[config.mk]
export PLATFORM = sky130hd
export DESIGN_NAME = mem_port_arbiter
export DESIGN_NICKNAME = d
export VERILOG_FILES = /design/src/rtl/mem_port_arbiter_pkg.sv /design/src/rtl/arb_starve_counter.sv /design/src/rtl/mem_port_arbiter.sv
export SDC_FILE = /design/constraint.sdc
export NUM_CORES = 1
export LEC_CHECK = 0
export ABC_CLOCK_PERIOD_IN_PS = 4050
export BUFFER_PORTS_ARGS = -buffer_cell sky130_fd_sc_hd__buf_2
export CORE_AREA = 3 3 107 109
export CTS_CLUSTER_SIZE = 20
export DETAILED_ROUTE_END_ITERATION = 16
export DIE_AREA = 0 0 110 112
export GPL_ROUTABILITY_DRIVEN = 0
export GPL_TIMING_DRIVEN = 1
export PLACE_DENSITY = 0.78
export SETUP_SLACK_MARGIN = 0.4
export SLEW_MARGIN = 10
export SYNTH_ARGS = -nofsm -noshare
export SYNTH_HDL_FRONTEND = slang
export SYNTH_SLANG_ARGS = --single-unit
[constraint.sdc]
create_clock -name clk -period 4.05 [get_ports clk]
set_input_delay 1.215 -clock clk [delete_from_list [all_inputs] [get_ports clk]]
set_output_delay 1.215 -clock clk [all_outputs]
set_load 0.005 [all_outputs]
[src/rtl/mem_port_arbiter_pkg.sv]
// Shared state encodings and transfer size codes for the fetch/load-store memory port arbiter.
package mem_port_arbiter_pkg;

   typedef enum logic [2:0] {
      ST_IDLE   = 3'd0,
      ST_D_ADDR = 3'd1,
      ST_D_DATA = 3'd2,
      ST_I_ADDR = 3'd3,
      ST_I_DATA = 3'd4
   } arbState_t;

   localparam logic [1:0] SZ_BYTE = 2'd0;
   localparam logic [1:0] SZ_HALF = 2'd1;
   localparam logic [1:0] SZ_WORD = 2'd2;

   localparam int STARVE_CNT_W = 4;

endpackage

[src/rtl/arb_starve_counter.sv]
// Saturating count of data grants made while a fetch waits; sat forces the next grant to fetch.
// Latency: count and sat update on the clock after inc/clr; clr has priority over inc.
module arb_starve_counter
   import mem_port_arbiter_pkg::*;
#(
   parameter int MAX = 4
)(
   input  logic clk,
   input  logic rst,
   input  logic inc,
   input  logic clr,
   output logic sat
);

   localparam logic [STARVE_CNT_W-1:0] MAX_C = STARVE_CNT_W'(MAX);

   logic [STARVE_CNT_W-1:0] cnt;

   always_ff @(posedge clk or negedge rst) begin
      if (!rst) begin
         cnt <= '0;
      end else if (clr) begin
         cnt <= '0;
      end else if (inc && !sat) begin
         cnt <= cnt + 1'b1;
      end
   end

   assign sat = (cnt == MAX_C);

endmodule

[src/rtl/mem_port_arbiter.sv]
// Shares one SRAM-like port between fetch and load/store; one transaction at a time, min 3 cycles to data_ok.
// Backpressure: requests wait in IDLE until granted; a low mem_addr_ok holds the address phase indefinitely.
module mem_port_arbiter
   import mem_port_arbiter_pkg::*;
#(
   parameter int ADDR_W     = 32,
   parameter int DATA_W     = 32,
   parameter int STARVE_MAX = 4
)(
   input  logic              clk,
   input  logic              rst,
   input  logic              inst_req,
   input  logic [ADDR_W-1:0] inst_addr,
   input  logic              inst_flush,
   output logic              inst_addr_ok,
   output logic              inst_data_ok,
   output logic [DATA_W-1:0] inst_rdata,
   input  logic              data_req,
   input  logic              data_wr,
   input  logic [1:0]        data_size,
   input  logic [ADDR_W-1:0] data_addr,
   input  logic [DATA_W-1:0] data_wdata,
   output logic              data_addr_ok,
   output logic              data_data_ok,
   output logic [DATA_W-1:0] data_rdata,
   output logic              mem_req,
   output logic              mem_wr,
   output logic [1:0]        mem_size,
   output logic [ADDR_W-1:0] mem_addr,
   output logic [DATA_W-1:0] mem_wdata,
   input  logic              mem_addr_ok,
   input  logic              mem_data_ok,
   input  logic [DATA_W-1:0] mem_rdata,
   output logic              stallreq
);

   arbState_t         state;
   logic              reqWr;
   logic [1:0]        reqSize;
   logic [ADDR_W-1:0] reqAddr;
   logic [DATA_W-1:0] reqWdata;
   logic              dropResp;

   logic inIdle;
   logic dataPhase;
   logic starveSat;
   logic grantInst;
   logic grantData;

   assign inIdle    = (state == ST_IDLE);
   assign dataPhase = (state == ST_D_DATA) || (state == ST_I_DATA);

   // Data has priority unless fetch has already lost STARVE_MAX grants in a row.
   assign grantInst = inIdle && inst_req && (!data_req || starveSat);
   assign grantData = inIdle && data_req && !grantInst;

   arb_starve_counter #(
      .MAX (STARVE_MAX)
   ) u_starve (
      .clk (clk),
      .rst (rst),
      .inc (grantData && inst_req),
      .clr (grantInst || (inIdle && !inst_req)),
      .sat (starveSat)
   );

   always_ff @(posedge clk or negedge rst) begin
      if (!rst) begin
         state    <= ST_IDLE;
         reqWr    <= 1'b0;
         reqSize  <= '0;
         reqAddr  <= '0;
         reqWdata <= '0;
         dropResp <= 1'b0;
      end else begin
         case (state)
            ST_IDLE: begin
               if (grantInst) begin
                  state    <= ST_I_ADDR;
                  reqWr    <= 1'b0;
                  reqSize  <= SZ_WORD;
                  reqAddr  <= inst_addr;
                  reqWdata <= '0;
               end else if (grantData) begin
                  state    <= ST_D_ADDR;
                  reqWr    <= data_wr;
                  reqSize  <= data_size;
                  reqAddr  <= data_addr;
                  reqWdata <= data_wdata;
               end
            end
            ST_D_ADDR: if (mem_addr_ok) state <= ST_D_DATA;
            ST_D_DATA: if (mem_data_ok) state <= ST_IDLE;
            ST_I_ADDR: begin
               if (inst_flush)  dropResp <= 1'b1;
               if (mem_addr_ok) state    <= ST_I_DATA;
            end
            ST_I_DATA: begin
               // A flushed fetch still has to drain its response from the port.
               if (mem_data_ok) begin
                  state    <= ST_IDLE;
                  dropResp <= 1'b0;
               end else if (inst_flush) begin
                  dropResp <= 1'b1;
               end
            end
            default: state <= ST_IDLE;
         endcase
      end
   end

   assign mem_req   = (state == ST_D_ADDR) || (state == ST_I_ADDR);
   assign mem_wr    = reqWr;
   assign mem_size  = reqSize;
   assign mem_addr  = reqAddr;
   assign mem_wdata = reqWdata;

   assign inst_addr_ok = (state == ST_I_ADDR) && mem_addr_ok;
   assign data_addr_ok = (state == ST_D_ADDR) && mem_addr_ok;
   assign inst_data_ok = (state == ST_I_DATA) && mem_data_ok && !dropResp;
   assign data_data_ok = (state == ST_D_DATA) && mem_data_ok;

   assign inst_rdata = inst_data_ok ? mem_rdata : '0;
   assign data_rdata = data_data_ok ? mem_rdata : '0;

   // Released in the response cycle so the pipeline can capture data_ok and advance together.
   assign stallreq = rst && (inIdle ? (data_req || inst_req) : !(dataPhase && mem_data_ok));

endmodule

# ---- Word level (Yosys, flattened, before mapping)
# Index checks and enable logic that the tools add are counted.
dict set report totals {
  reg_bits 75
  inputBits 138
  out_inout_bits 137
  wordCells 71
}
dict set report classes {
  n_reduce_logical 32
  add_sub_neg 1
  n_eq_ne 9
  mux 22
}
# operator count
set ops {}
lappend ops {{2-to-1 mux 32 bit} 6}
lappend ops {{2-to-1 mux 3 bit} 5}
lappend ops {{logical AND 1 bit} 14}
lappend ops {{case mux 3 bit (4 select lines)} 1}
lappend ops {{2-to-1 mux 4 bit} 2}
lappend ops {{equality test 3 x 2 -> 1 bit (second input constant)} 2}
lappend ops {{logical NOT 1 bit} 6}
lappend ops {{nonzero test 2 bit} 3}
lappend ops {{logical OR 1 bit} 5}
lappend ops {{2-to-1 mux 1 bit} 5}
lappend ops {{adder 4 x 1 -> 4 bit (second input constant)} 1}
lappend ops {{equality test 4 x 3 -> 1 bit (second input constant)} 1}
lappend ops {{2-to-1 mux 2 bit} 2}
lappend ops {{inequality test 2 bit (second input constant)} 2}
lappend ops {{AND reduction 4 bit} 1}
lappend ops {{equality test 3 x 1 -> 1 bit (second input constant)} 1}
lappend ops {{equality test 3 bit (second input constant)} 1}
lappend ops {{logical NOT 3 bit} 1}
lappend ops {{inequality test 3 x 1 -> 1 bit (second input constant)} 1}
lappend ops {{inequality test 2 x 1 -> 1 bit (second input constant)} 1}
lappend ops {{case mux 1 bit (2 select lines)} 1}
lappend ops {{AND reduction 2 bit} 1}
lappend ops {{OR reduction 2 bit} 1}

# ---- Depth between registers and ports, before layout
# Gate-level depths: netlist (run 1).
dict set report logic_depth {
  ltp_word 9
  depth_mapped 7
  depth_no_buf 6
}

# ---- Hierarchy
# A second synthesis (run 1) with hierarchy kept.
dict set report hier_totals {
  hier_cells 405
  area_unflattened_um2 3868.7
}
# mod n_inst cells_per_inst seq_area_each_um2 area_each_um2
set modules_own_cells {}
lappend modules_own_cells {mem_port_arbiter 1 381 1776.7 3634.7}
lappend modules_own_cells {arb_starve_counter 1 24 100.1 234.0}

# ---- Worst setup path after synthesis (run 1)
# No wires, ideal clock.
dict set report synth_timing {
  path_kind {in2out}
  from {input port mem_data_ok}
  to {output port inst_rdata[22]}
  path_slack_ns 0.813
  path_buffers 1
  t_arrival_ns 2.022
  stages 4
  required_ns 2.835
  path_cell_list {inv_1 nor3_1 clkbuf_1 and2_1}
}
dict set report synth_between {
  elab_chain_cells 3
}
# item line
set synth_lines {}
lappend synth_lines {{start, declared} mem_port_arbiter.sv:32} ;# input logic mem_data_ok,
lappend synth_lines {{logical AND 1 bit (2 in series)} mem_port_arbiter.sv:120} ;# assign inst_data_ok = (state == ST_I_DATA) && mem_data_ok && !dropResp;
lappend synth_lines {{via inst_data_ok} mem_port_arbiter.sv:16} ;# output logic inst_data_ok,
lappend synth_lines {{2-to-1 mux 32 bit} mem_port_arbiter.sv:123} ;# assign inst_rdata = inst_data_ok ? mem_rdata : '0;
lappend synth_lines {{end, declared} mem_port_arbiter.sv:17} ;# output logic [DATA_W-1:0] inst_rdata,
# The timed path passes the listed nets, and every way through them passes these cells.

# ---- Final worst setup path (run 1)
dict set report layout_timing {
  from {input port mem_data_ok}
  to {output port inst_rdata[0]}
}
dict set report layout_between {
  elab_chain_cells 3
}
# item line
set layout_lines {}
lappend layout_lines {{logical AND 1 bit (2 in series)} mem_port_arbiter.sv:120}
lappend layout_lines {{2-to-1 mux 32 bit} mem_port_arbiter.sv:123}
# Every way passes these cells.

==> impl_metrics.json, run 1 <==
{
  "die_w_um": 110,
  "cp-start-kind": "primary input",
  "power.leakage_nw": 3.11,
  "netlist_area_mm2": 0.00442,
  "reg2reg_depth": 5,
  "status": "finished clean",
  "wire_per_inst_um": 16.8,
  "cpPeakStageDelay_ns": 0.28,
  "cts_tree": "done",
  "portBuffers": 274,
  "vias_per_cell": 5.30,
  "hold_viol": 0,
  "ys_types": 41,
  "clk_latency_ns": 0.35,
  "design.die.area_mm2": 0.0123,
  "grt_pass1_wl_um": 23900,
  "cts-root-buf": "clkbuf_8",
  "pwr_density_cell_mw_per_mm2": 639,
  "crit_arrival_ns": 2.18,
  "slowest_stage": "buf_4",
  "antenna_found_initial": 1,
  "rsz0062_at_grt": "false",
  "core-area_mm2": 0.0107,
  "grt_max_degree": 76,
  "max_slew_margin_pct": 29.8,
  "grtUsageTotal_pct": 24.3,
  "clockBufferDepth": 2,
  "max_freq_ghz": 0.295,
  "total_power_w": 0.00385,
  "placementRows": 38,
  "worstPathMaxFanout": 33,
  "drt-total-wl_um": 15300,
  "fin_ws_ns": 0.657,
  "hold_depth": 2,
  "maxCapViolCount": 0,
  "dp_hpwl_um": 11400,
  "critPathLaunch": "mem_data_ok",
  "final.min_clock_period_ns": 3.39,
  "start_util_pct": 41.3,
  "layout_common_cells": "273 x buf_2, 75 x dfrtp_1, 70 x nor2_1",
  "hold_class": "reg2reg",
  "ys_seq_area_share_pct": 42.5,
  "synth_top_family_by_area": "simple AND/OR/NAND/NOR gates",
  "place_ws_ns": 0.671,
  "syn_area_per_cell_um2": 8.60,
  "htree_levels": 3,
  "synth_compound_area_share_pct": 17.7,
  "synthArstFlopShare_pct": 100,
  "cts_made_buffers": 9,
  "setup_viol": 0,
  "muxShareOfSynthArea_pct": 0.255,
  "slew_viol_final": 0,
  "endpoint_kind": "output port",
  "worstMarginPinSlew_ns": 1.05,
  "crit_path_cell_trace": "buf_2 > inv_1 > nor3_2 > buf_4 > and2_1 > buf_2",
  "syn-num-nets": 654,
  "cp.required_ns": 2.83,
  "route.detailed.drc": 0,
  "path_class": "in2out",
  "clock_sinks": 75,
  "die_h_um": 112,
  "synth_cells": 514,
  "drive_above_1_share_pct": 43.8,
  "rr_startpoint": "state[2]",
  "ios": 275,
  "vdd_drop_max_v": 0.000248,
  "ys.flop_type": "dfrtp_1",
  "tns_ns": 0,
  "ys_seq_elements": 75,
  "synthXorXnorAreaFrac_pct": 0,
  "finalCoreUtilization_pct": 56.4,
  "synth_edf_count": 0,
  "final_common_cell": "buf_2",
  "clk_pin_slew_ns": 0.07,
  "fin_nets": 905,
  "drtPass1Iterations": 5,
  "postRouteAntennaNets": 0,
  "cp-endpoint": "inst_rdata[0]",
  "synthSimpleGateAreaFrac_pct": 33.7,
  "yosys_warnings": 0,
  "ff2ff_setup_slack_ns": 1.22,
  "synthAdderAreaFrac_pct": 0.566,
  "post-route-period-util_pct": 83.8,
  "cp_common_cell": "buf_2",
  "drt_iter0_markers": 492,
  "vias": 4825,
  "holdBufCountCts": 0,
  "finClkSkew_ns": 0.0120,
  "grt_overflow": 0,
  "cts-resized-gates": 0,
  "r2r-end": "mem_addr[30]",
  "post_cts_buffers": 0,
  "syn_to_final_growth_pct": 36.5,
  "grt_pass1_vias": 4662
}
[registers in the layout, indices dropped and copies added, names as in the netlist]
signal and flops:
mem_size 2, mem_addr 32, state 3, u_starve.cnt 4, mem_wdata 32, dropResp 1
mem_wr 1
[power breakdown]
part,internal (W),switching [W]
Sequential,0.00111,0.000270
Combinational,0.000864,0.00105
Clock,0.000283,0.000278
[per-stage QoR]
stage                     hold slack, ns  instance area, um^2  std cells
after global routing               0.581                 6040        911
final                              0.553                 6040        911
after CTS                          0.556                 6030        910
after detailed placement           0.538                 5850        894
after global placement             0.519                 5850        894
after floorplan                    0.499                 4420        514
[logic make-up after synthesis]
group	after synthesis
adder cells (fa/ha/maj)	2
AND/OR/NAND/NOR	258
buffers and inverters	50
multiplexers	1
AO/OA/AOI/OAI	128
flip-flops	75
[final cells by class]
type | count | area (um^2)
fillers | 1000 | 4660
multi-input cells | 389 | 2320
flip-flops and latches | 75 | 1880
repair buffers | 284 | 1450
well taps | 140 | 175
clock buffers | 11 | 131
clock inverters | 5 | 53.8
inverters | 6 | 22.5
diodes | 1 | 2.50
[worst max-delay path, delay by kind of cell]
family	cells	cell delay, ns
buf+inv	4	0.61
simple gates	2	0.34
[metal layers]
metal | wire [um] | vias to the layer above | GRT usage, %
met5 | 0 | - | 0
li1 | - | 2305 | -
met1 | 6110 | 2285 | 30.2
met4 | 285 | 0 | 9.39
met3 | 1250 | 21 | 5.45
met2 | 7700 | 214 | 40.8
[synthesized netlist by cell type (2+ instances only)]
| cell | n | area share, % |
|---|---|---|
| a211oi_1 | 2 | 0.34 |
| a21oi_1 | 38 | 4.3 |
| a22oi_1 | 34 | 5.8 |
| a31oi_1 | 3 | 0.42 |
| and2_1 | 64 | 9.1 |
| and3_1 | 35 | 5.0 |
| buf_1 | 3 | 0.25 |
| buf_2 | 7 | 0.79 |
| buf_4 | 4 | 0.68 |
| buf_6 | 3 | 0.76 |
| clkbuf_1 | 26 | 2.2 |
| dfrtp_1 | 75 | 42 |
| ha_1 | 2 | 0.57 |
| inv_1 | 5 | 0.42 |
| nand2_1 | 8 | 0.68 |
| nand2b_1 | 2 | 0.28 |
| nand3_1 | 2 | 0.23 |
| nor2_1 | 70 | 5.9 |
| nor3_1 | 41 | 4.6 |
| nor3_2 | 30 | 6.8 |
| o21a_1 | 2 | 0.34 |
| o21ai_0 | 34 | 3.8 |
| o21ai_1 | 5 | 0.57 |
| or3_1 | 2 | 0.28 |
[worst min-delay path by stage]
stage	slack, ns	endpoint	from
finish	0.55	mem_wdata[8]	mem_wdata[8]
global route	0.58	mem_wdata[25]	mem_wdata[25]
CTS	0.56	mem_wdata[6]	mem_wdata[6]
detailed placement	0.54	mem_wdata[13]	mem_wdata[13]
global placement	0.52	mem_wdata[25]	mem_wdata[25]
floorplan	0.50	u_starve.cnt[3]	u_starve.cnt[3]
Note: power is estimated with default switching activity, not from simulation.
==> run 2, diff against run 1 <==
--- a/config.mk
+++ b/config.mk
@@ -5,15 +5,15 @@
 export SDC_FILE = /design/constraint.sdc
 export NUM_CORES = 1
 export LEC_CHECK = 0
-export ABC_CLOCK_PERIOD_IN_PS = 4050
+export ABC_CLOCK_PERIOD_IN_PS = 3040
 export BUFFER_PORTS_ARGS = -buffer_cell sky130_fd_sc_hd__buf_2
-export CORE_AREA = 3 3 107 109
+export CORE_MARGIN = 3
+export CORE_UTILIZATION = 39
 export CTS_CLUSTER_SIZE = 20
 export DETAILED_ROUTE_END_ITERATION = 16
-export DIE_AREA = 0 0 110 112
 export GPL_ROUTABILITY_DRIVEN = 0
 export GPL_TIMING_DRIVEN = 1
-export PLACE_DENSITY = 0.78
+export PLACE_DENSITY = 0.77
 export SETUP_SLACK_MARGIN = 0.4
 export SLEW_MARGIN = 10
 export SYNTH_ARGS = -nofsm -noshare
==> constraint.sdc (replaced) <==
create_clock -name clk -period 3.04 [get_ports clk]
set_input_delay 0.912 -clock clk [delete_from_list [all_inputs] [get_ports clk]]
set_output_delay 0.912 -clock clk [all_outputs]
set_load 0.005 [all_outputs]
==> impl_metrics.json, run 2 (same netlist as run 1, synthesis figures left out) <==
{
  "worstMarginPinSlew_ns": 0.535,
  "drt_iter0_markers": 470,
  "regArea_mm2": 0.00188,
  "cp_common_cell": "buf_12",
  "route.detailed.drc": 0,
  "maxCapViolCount": 0,
  "finClkSkew_ns": 0.00978,
  "vias": 4979,
  "cts-root-buf": "clkbuf_16",
  "cpLargestDelayFamily": "buffers and inverters",
  "antenna_found_initial": 2,
  "dp_hpwl_um": 11400,
  "status": "finished clean",
  "drtPass1Iterations": 5,
  "portBuffers": 274,
  "vias_per_cell": 5.34,
  "holdBufCountCts": 0,
  "clk_pin_slew_ns": 0.06,
  "tns_ns": 0,
  "placementRows": 38,
  "grt_overflow": 0,
  "fin_area_mm2": 0.00656,
  "vdd_drop_max_v": 0.000394,
  "clock_sinks": 75,
  "max_freq_ghz": 0.370,
  "critical_path_buf_inv_count": 4,
  "layout_common_cells": "256 x buf_2, 72 x dfrtp_1, 69 x nor2_1",
  "start_util_pct": 40.4,
  "worstPathMaxFanout": 8,
  "grt_max_degree": 43,
  "place_area_mm2": 0.00590,
  "finalCoreUtilization_pct": 60.0,
  "crit_path_cell_trace": "buf_12 > nand2_4 > nor3_4 > buf_12 > clkbuf_16 > and2_4 > buf_6",
  "design.die.area_mm2": 0.0126,
  "cp.required_ns": 2.13,
  "crit_arrival_ns": 1.79,
  "max_slew_margin_pct": 64.3,
  "cpPeakStageDelay_ns": 0.19,
  "slowest_stage": "nor3_4",
  "grt_pass1_wl_um": 24700,
  "drt-total-wl_um": 16800,
  "postRouteAntennaNets": 0,
  "cts_tree": "done",
  "hold_class": "reg2reg",
  "fillers": 931,
  "htree_levels": 3,
  "rsz0062_at_grt": "true",
  "pwr_density_cell_mw_per_mm2": 858,
  "total_power_w": 0.00563,
  "multiInputGateArea_mm2": 0.00240,
  "wire_per_inst_um": 18.0,
  "endpoint_kind": "output port",
  "post-route-period-util_pct": 88.8,
  "hold_viol": 0,
  "power.leakage_nw": 3.32,
  "final_common_cell": "buf_2",
  "drive_above_1_share_pct": 48.5,
  "clk_latency_ns": 0.33,
  "fin_nets": 927,
  "syn_to_final_growth_pct": 48.4,
  "final.min_clock_period_ns": 2.70,
  "setup_viol": 0,
  "core-area_mm2": 0.0109,
  "cp-start-kind": "primary input",
  "grtUsageTotal_pct": 24.2,
  "clockBufferDepth": 2,
  "cts_made_buffers": 9,
  "hold_ws_ns": 0.541,
  "ios": 275,
  "die_h_um": 112,
  "die_w_um": 112,
  "grt_pass1_vias": 4513,
  "path_class": "in2out",
  "slew_viol_final": 0
}
## run 2: worst reg2reg max path: cells and delay by family, from the launching register on
family	cells	cell delay, ns
and+or+nand+nor	3	0.67
DFF	1	0.42
AOI/OAI and AO/OA	1	0.21
buffers and inverters	4	0.97
## run 2: path summary, 6_finish.rpt
check / startpoint / endpoint / slack [ns] / cells after the start
max: mem_data_ok / data_rdata[24] / 0.34 / 7
min: mem_wdata[19] / mem_wdata[19] / 0.54 / 2
max reg2reg: state[1] / mem_addr[14] / 0.70 / 8
min reg2reg: mem_wdata[19] / mem_wdata[19] / 0.54 / 2
max in group asynchronous: rst / state[1] / 1.46 / 3
min in group asynchronous: rst / mem_addr[25] / 0.66 / 2
## run 2: timing repair
item | in CTS | in global routing
pin swaps | 1 | 17
setup endpoints to repair | 65 | 65
cloned | 4 | 3
setup buffers | 5 | 4
gates resized for setup | 15 | 43
## run 2: cell type report
type,count,area share [%]
inverters,6,0.343
multi-input cells,389,36.5
clock inverters,5,0.610
repair buffers,306,27.6
clock buffers,11,3.55
well taps,140,2.67
flip-flops and latches,75,28.7
diodes,1,0.0381
## run 2: report_power, final
group          switching (W)  internal [W]  total [W]  leakage (nW)
Sequential          0.000316       0.00149    0.00180         0.867
Combinational        0.00151       0.00136    0.00287          2.33
Clock               0.000402      0.000555   0.000958         0.122
## run 2: metal layers
| layer | vias to the layer above | global-route usage, % | share of wire (%) |
|---|---|---|---|
| li1 | 2347 | - | - |
| met3 | 18 | 6.04 | 10 |
| met2 | 279 | 37.9 | 47 |
| met1 | 2333 | 34.5 | 42 |
| met4 | 2 | 4.33 | 1.1 |
| met5 | - | 0 | 0.078 |
## run 2: metrics by stage
stage | cells | worst slack, ns
floorplan | 514 | 0.409
global route | 933 | 0.314
global placement | 900 | 0.333
CTS | 925 | 0.383
finish | 933 | 0.340
detailed placement | 900 | 0.254
==> run 3, diff against run 2 <==
--- a/config.mk
+++ b/config.mk
@@ -14,7 +14,8 @@
 export GPL_ROUTABILITY_DRIVEN = 0
 export GPL_TIMING_DRIVEN = 1
 export PLACE_DENSITY = 0.77
-export SETUP_SLACK_MARGIN = 0.4
+export SETUP_SLACK_MARGIN = 0.05
+export SKIP_LAST_GASP = 1
 export SLEW_MARGIN = 10
 export SYNTH_ARGS = -nofsm -noshare
 export SYNTH_HDL_FRONTEND = slang
==> impl_metrics.json, run 3 (same netlist as run 1, synthesis figures left out) <==
{
  "use_met3_pct": 4.91,
  "place_inst": 900,
  "clockBufferDepth": 2,
  "p_int_w": 0.00323,
  "cp-start-kind": "primary input",
  "fillers": 986,
  "vias_per_cell": 5.17,
  "drive_above_1_share_pct": 44.1,
  "drtPass1Iterations": 5,
  "combPwrFrac_pct": 47.9,
  "cts_made_buffers": 9,
  "p_clk_share_pct": 17.9,
  "die_h_um": 112,
  "post_cts_buffers": 0,
  "use_met1_pct": 33.5,
  "fin_nets": 911,
  "final.min_clock_period_ns": 2.82,
  "grt_overflow": 0,
  "path_class": "in2out",
  "holdBufCountCts": 0,
  "antenna_found_initial": 2,
  "portBuffers": 274,
  "tns_ns": 0,
  "hold_viol": 0,
  "maxCapViolCount": 0,
  "crit_path_cell_trace": "buf_2 > inv_1 > nor3_2 > buf_4 > and2_1 > buf_2",
  "ios": 275,
  "layout_common_cells": "273 x buf_2, 75 x dfrtp_1, 70 x nor2_1",
  "die_w_um": 112,
  "fin_cells": 917,
  "p_switching_w": 0.00213,
  "dp_hpwl_um": 11400,
  "sw_frac_of_total_pct": 39.7,
  "setup_viol": 0,
  "total_power_w": 0.00536,
  "vias": 4744,
  "cts_tree": "done",
  "drt_iter0_markers": 374,
  "cts-root-buf": "clkbuf_16",
  "cts-resized-gates": 0,
  "drt-total-wl_um": 15200,
  "fin_ws_ns": 0.224,
  "clk_pin_slew_ns": 0.06,
  "worstMarginPinSlew_ns": 0.540,
  "syn_to_final_growth_pct": 39.8,
  "grt_pass1_wl_um": 24000,
  "sequentialPowerShare_pct": 34.2,
  "placementRows": 38,
  "slew_viol_final": 0,
  "pwr_density_cell_mw_per_mm2": 867,
  "cpPeakStageDelay_ns": 0.28,
  "final_common_cell": "buf_2",
  "clk_latency_ns": 0.32,
  "finClkSkew_ns": 0.00866,
  "place_ws_ns": 0.254,
  "use_met2_pct": 36.9,
  "hold_class": "reg2reg",
  "wire_per_inst_um": 16.5,
  "max_freq_ghz": 0.355,
  "vdd_drop_max_v": 0.000382,
  "cp.required_ns": 2.13,
  "endpoint_kind": "output port",
  "clock_sinks": 75,
  "grt_pass1_vias": 4407,
  "grt_busiest_layer": "met2",
  "regArea_mm2": 0.00188,
  "slowest_stage": "buf_4",
  "critical_path_buf_inv_count": 4,
  "crit_arrival_ns": 1.90,
  "cpLargestDelayFamily": "buffers and inverters",
  "postRouteAntennaNets": 0,
  "cp_common_cell": "buf_2",
  "worstPathMaxFanout": 33,
  "htree_levels": 3,
  "route.detailed.drc": 0,
  "grtUsageTotal_pct": 23.4,
  "design.die.area_mm2": 0.0126,
  "status": "finished clean",
  "multiInputGateArea_mm2": 0.00232,
  "rsz0062_at_grt": "false",
  "grt_max_degree": 43,
  "core-area_mm2": 0.0109,
  "power.leakage_nw": 3.16,
  "start_util_pct": 40.4,
  "post-route-period-util_pct": 92.6,
  "max_slew_margin_pct": 64.0
}
==> run 3: worst paths after layout <==
path	start	endpoint	slack, ns	cells after the start
worst min-delay path	mem_wdata[19]	mem_wdata[19]	0.54	2
worst max-delay path	mem_data_ok	inst_rdata[31]	0.22	6
worst max register to register	state[2]	mem_addr[14]	0.82	6
worst min register to register	mem_wdata[19]	mem_wdata[19]	0.54	2
max in group asynchronous	rst	mem_size[1]	1.47	3
min in group asynchronous	rst	mem_addr[25]	0.66	2
==> run 3: worst reg2reg max path, cell delays in order, from the launching register on <==
cell      delay (ns)
dfrtp_1         0.53
or3_1           0.51
buf_4           0.25
a211oi_4        0.21
buf_4           0.38
nor3_1          0.15
nor3_2          0.12
==> run 3: final cells by class <==
| cell class | count | share of cell area, % |
|---|---|---|
| timing repair buffer | 290 | 24.4 |
| clock inverter | 5 | 0.648 |
| tap | 140 | 2.83 |
| clock buffer | 11 | 3.77 |
| antenna | 1 | 0.0405 |
| inverter | 6 | 0.364 |
| sequential | 75 | 30.4 |
| multi-input combinational | 389 | 37.6 |
==> run 3: per-layer routing <==
metal / vias to the layer above / share of wire [%]
met4: 2 / 0.84
met2: 195 / 47
met5: - / 0.086
met3: 12 / 7.9
li1: 2313 / -
met1: 2222 / 44
==> run 3: per-stage QoR <==
stage | hold WS [ns] | cell area [um^2] | util (%)
after floorplan | 0.499 | 4420 | -
after global placement | 0.526 | 5900 | 54.0
after detailed placement | 0.531 | 5900 | 54.0
after CTS | 0.544 | 6180 | 56.5
after global routing | 0.573 | 6180 | 56.5
final | 0.540 | 6180 | 56.5
==> run 3: power groups by stage <==
| stage | sequential [W] | combinational (W) | clock [W] |
|---|---|---|---|
| 2_1_floorplan | 0.00182 | 0.00158 | 0 |
| 4_1_cts | 0.00183 | 0.00261 | 0.000983 |
| 3_3_place_gp | 0.00183 | 0.00257 | 0 |
| 5_1_grt | 0.00190 | 0.00288 | 0.00103 |
| 6_report | 0.00183 | 0.00257 | 0.000958 |
| 3_5_place_dp | 0.00184 | 0.00261 | 0 |
